## src/rtl/dmux_rr_dispatcher.sv

```systemverilog
// dmux_rr_dispatcher: single-register 1-to-NOUT dispatcher with round-robin channel
// select that advances after every BURST completed transfers.
// Optional macro DMUX_STALL_SKIP_EN: a held word whose channel stays not-ready for
// STALL_MAX consecutive cycles is retargeted to the next channel.
module dmux_rr_dispatcher #(
    parameter int unsigned WIDTH     = 16,
    parameter int unsigned NOUT      = 2,
    parameter int unsigned BURST     = 4,
    parameter int unsigned STALL_MAX = 8,
    localparam int unsigned SEL_W    = (NOUT > 2) ? $clog2(NOUT) : 1
) (
    input  logic             clk,
    input  logic             reset,
    input  logic [WIDTH-1:0] in_data,
    input  logic             in_valid,
    output logic             in_ready,
    output logic [WIDTH-1:0] out_data,
    output logic [NOUT-1:0]  out_valid,
    input  logic [NOUT-1:0]  out_ready,
    output logic [SEL_W-1:0] sel,
    output logic [3:0]       burst_cnt
);

    // Elaboration-time legality checks on the configuration.
    if (NOUT < 2 || NOUT > 8) begin : g_bad_nout
        $error("NOUT must be in 2..8");
    end
    if (BURST < 1 || BURST > 15) begin : g_bad_burst
        $error("BURST must be in 1..15");
    end
    if (STALL_MAX < 1 || STALL_MAX > 255) begin : g_bad_stall
        $error("STALL_MAX must be in 1..255");
    end

    typedef enum logic {StEmpty, StFull} state_e;

    state_e           state_q, state_d;
    logic [WIDTH-1:0] data_q, data_d;
    logic [SEL_W-1:0] sel_q, sel_d;
    logic [3:0]       burst_q, burst_d;

    logic             ready_sel;
    logic             accept;
    logic             xfer;
    logic [SEL_W-1:0] sel_inc;

`ifdef DMUX_STALL_SKIP_EN
    logic [7:0]       stall_q, stall_d;
`endif

    // State register and datapath flops; reset discards any held word.
    always_ff @(posedge clk) begin
        if (reset) begin
            state_q <= StEmpty;
            data_q  <= '0;
            sel_q   <= '0;
            burst_q <= '0;
`ifdef DMUX_STALL_SKIP_EN
            stall_q <= '0;
`endif
        end else begin
            state_q <= state_d;
            data_q  <= data_d;
            sel_q   <= sel_d;
            burst_q <= burst_d;
`ifdef DMUX_STALL_SKIP_EN
            stall_q <= stall_d;
`endif
        end
    end

    // Next-state logic: a transfer with a simultaneous accept keeps the register full.
    always_comb begin
        state_d = state_q;
        unique case (state_q)
            StEmpty: if (accept) state_d = StFull;
            StFull:  if (xfer && !accept) state_d = StEmpty;
            default: state_d = StEmpty;
        endcase
    end

    // Outputs and handshake decode; in_ready is the only input-to-output path.
    always_comb begin
        ready_sel = out_ready[sel_q];
        in_ready  = (state_q == StEmpty) || ready_sel;
        accept    = in_valid && in_ready;
        xfer      = (state_q == StFull) && ready_sel;
        out_valid = '0;
        if (state_q == StFull) begin
            out_valid[sel_q] = 1'b1;
        end
        out_data  = data_q;
        sel       = sel_q;
        burst_cnt = burst_q;
    end

    // Datapath next-state: capture on accept, advance burst/select on transfer.
    always_comb begin
        sel_inc = (sel_q == SEL_W'(NOUT - 1)) ? '0 : sel_q + 1'b1;
        data_d  = accept ? in_data : data_q;
        sel_d   = sel_q;
        burst_d = burst_q;
        if (xfer) begin
            if (burst_q == 4'(BURST - 1)) begin
                burst_d = '0;
                sel_d   = sel_inc;
            end else begin
                burst_d = burst_q + 4'd1;
            end
        end
`ifdef DMUX_STALL_SKIP_EN
        stall_d = stall_q;
        if (state_q != StFull || xfer) begin
            stall_d = '0;
        end else if (stall_q == 8'(STALL_MAX - 1)) begin
            // Last tolerated stall cycle: hand the held word to the next channel.
            stall_d = '0;
            sel_d   = sel_inc;
            burst_d = '0;
        end else begin
            stall_d = stall_q + 8'd1;
        end
`endif
    end

endmodule

```

## config.mk

```make
export PLATFORM = sky130hd
export DESIGN_NAME = dmux_rr_dispatcher
export DESIGN_NICKNAME = d
export VERILOG_FILES = /design/src/rtl/dmux_rr_dispatcher.sv
export SDC_FILE = /design/constraint.sdc
export NUM_CORES = 1
export LEC_CHECK = 0
export BUFFER_PORTS_ARGS = -buffer_cell sky130_fd_sc_hd__buf_2
export CAP_MARGIN = 20
export CORE_UTILIZATION = 45
export CTS_BUF_LIST = sky130_fd_sc_hd__clkbuf_8
export DETAILED_ROUTE_END_ITERATION = 10
export HOLD_SLACK_MARGIN = 0.12
export PLACE_DENSITY = 0.73
export SYNTH_ARGS = -nofsm -noshare
export SYNTH_HDL_FRONTEND = slang
export SYNTH_SLANG_ARGS = --single-unit
```

## constraint.sdc

```tcl
create_clock -name clk -period 1.9 [get_ports clk]
set_clock_uncertainty 0.1 [all_clocks]
set_input_delay 0.475 -clock clk [delete_from_list [all_inputs] [get_ports clk]]
set_output_delay 0.475 -clock clk [all_outputs]
set_load 0.02 [all_outputs]
```

==> results.toml <==
[cts]
cts_resized = 0
cts.htree.levels = 1
cts_setup_buffers = 1
cts-root-buf = "clkbuf_8"
hold_buffers = 0
clk_pin_slew_ns = 0.08
clock_latency_ns = 0.25
cts_max_path_buffers = 2
cts_made_buffers = 3
cts_tree = "done"
clock_sinks = 22

[logic_synthesis]
yosysSeqAreaShare_pct = 35.13
syn_nets = 172
ys_ff_latch = 22
synth_cell_types = 22
yosysMostFrequentCell = "dfxtp_1"
synth_largest_area_cell = "dfxtp_1"
synth_edf_count = 0
synth_common_cells = "dfxtp_1, nand2_1, clkbuf_1"
ys.warnings.count = 0
netlist_area_um2 = 1254
ys_async_sr_fraction_pct = 0
syn_inst = 150
synth_top_area_share_pct = 35.13
synthTopCellsByArea = "dfxtp_1, nand4b_1, o311ai_0"
avgSynthCellArea_um2 = 8.358
ys.flop_type = "dfxtp_1"

[critical_path]
crit_fanout = 6
critPathKind = "flop to output port"
worstSetupEndpointType = "output port"
critPathArrivalTime_ns = 1.22
cp-start-kind = "flop"
crit_required_ns = 1.32

[placement]
place_area_um2 = 1498
hpwl_mm = 2.047
dp.cells = 211
gp_congestion = 0.7079
io_buffer_count = 44

[sta]
max_slew_margin_pct = 70.83
fin_crit_sh_pct = 94.26
final-max-slew-violation-count = 0
min_period_ns = 1.791
tns_ns = 0
rsz0062_at_grt = "no"
tightest_slew_ns = 0.4375
whs_ns = 0.3619
setup_viol = 0
fmax_ghz = 0.5583
finalHoldViolCount = 0

[route]
met2WireLength_mm = 1.512
drt_wl_total_mm = 3.196
first_pass_iters = 4
avgRoutedWirePerCell_um = 14.73
avgViaCountPerCell = 6.244
drc_errors = 0
num_vias = 1355
wl_met3_um = 161
highest_layer = "met4"
drt_iter0_drc = 32
ant_nets = 0
met1_length_mm = 1.512

[global_route]
grt_usage_pct = 21.85
grt_pass1_vias = 1103
grt_max_degree = 56
grt_pass1_wl_mm = 4.747
grt_overflow_total = 0
antenna_found_initial = 0

[run_status]
outcome = "finished clean"

[finish]
final_cell_area_um2 = 1568
nets = 210
fin_util_pct = 61.60
instances_no_fill = 217
diodes = 0
area_growth_pct = 25.05
drive_gt1_share_pct = 31.02

[floorplanning]
core_area_um2 = 2545
die-area_um2 = 3001
num_rows = 18
die_h_um = 54.78
initial_utilization_pct = 49.26
boundaryPins = 45
die_w_um = 54.78

[power]
ir_drop_mv = 0.5472
intPower_uw = 778.4
p_seq_share_pct = 47.4
pwr-share-clk_pct = 30.2
p_comb_share_pct = 22.4
leakage_uw = 0.0006097
power_switching_uw = 325.6
power.density_nw_per_um2 = 704.2
p_sw_share_pct = 29.49

[worst_hold_path]
hold_path_class = "input pin to flop"

[job]
maxCapViolCount = 0
worst max-delay path: stages (launching register included):
cell,delay [ns]
dfxtp_1,0.46
mux2i_4,0.28
nand2_1,0.06
buf_2,0.16
power by group through the flow:
stage                     sequential (uW)  clock, uW  combinational, uW
after floorplan                       572          0                114
after global placement                531          0                236
after detailed placement              534          0                242
after CTS                             523        341                245
after global routing                  528        356                270
final                                 523        334                247
per-stage QoR:
stage,worst slack (ns),total power [uW]
detailed placement,-0.1315,776.2
CTS,0.1118,1110
global placement,-0.05802,766.6
finish,0.1090,1104
floorplan,0.07855,685.6
global route,0.05901,1153
path summary, 6_finish.rpt:
check                            startpoint                         to  slack, ns  cells after the start
setup / recovery           sel$_SDFFE_PP0P_                   in_ready       0.11                      3
setup reg to reg  burst_cnt[0]$_SDFFE_PP0P_           sel$_SDFFE_PP0P_       0.21                      4
hold reg to reg   burst_cnt[2]$_SDFFE_PP0P_  burst_cnt[2]$_SDFFE_PP0P_       0.43                      2
hold / removal                   in_data[8]   out_data[8]$_SDFFE_PP0P_       0.36                      3
registers in the layout, indices dropped and copies added, names as in the netlist:
signal and flops:
out_data 16, state_q 1, burst_cnt 4, sel 1
cell usage in the layout, fill, tap and decap left out:
cell type / Yosys / routed
nand3b_1: 1 / 1
a21oi_1: 5 / 5
inv_1: 1 / 1
mux2i_4: 0 / 1
buf_4: 0 / 9
nor2b_1: 2 / 2
or3b_1: 1 / 1
buf_2: 3 / 44
or4b_1: 2 / 2
or4_1: 2 / 2
o31ai_1: 1 / 1
and2_1: 1 / 1
nand4b_1: 16 / 16
a31oi_1: 16 / 16
nor3b_1: 16 / 16
clkbuf_8: 0 / 4
ha_1: 1 / 1
nor2_1: 2 / 2
nand4_1: 1 / 1
nand2_1: 19 / 19
o21ai_0: 4 / 4
dfxtp_1: 22 / 22
o311ai_0: 16 / 16
final cells by class:
| type | instances | area [um2] |
|---|---|---|
| clock buffer | 4 | 55.05 |
| tap | 30 | 37.54 |
| multi-input combinational | 107 | 743.2 |
| fill | 232 | 977.2 |
| inverter | 1 | 3.754 |
| sequential | 22 | 440.4 |
| timing repair buffer | 53 | 287.8 |
logic make-up (layout without fill, tap and decap cells):
kind of cell               Yosys count  after routing  synth area share [%]
and+or+nand+nor                     63             63                 33.13
AOI/OAI and AO/OA                   42             42                 23.35
DFF                                 22             22                 35.13
buffers and inverters               21             58                 6.586
adders and majority gates            1              1                0.9978
muxes                                1              1                0.7984
metal layers:
layer  GRT usage, %  up-vias
li1               -      664
met1          29.55      646
met2          35.14       43
met3          3.056        2
met4          7.265        0
met5              0        -
Note: power is estimated with default switching activity, not from simulation.
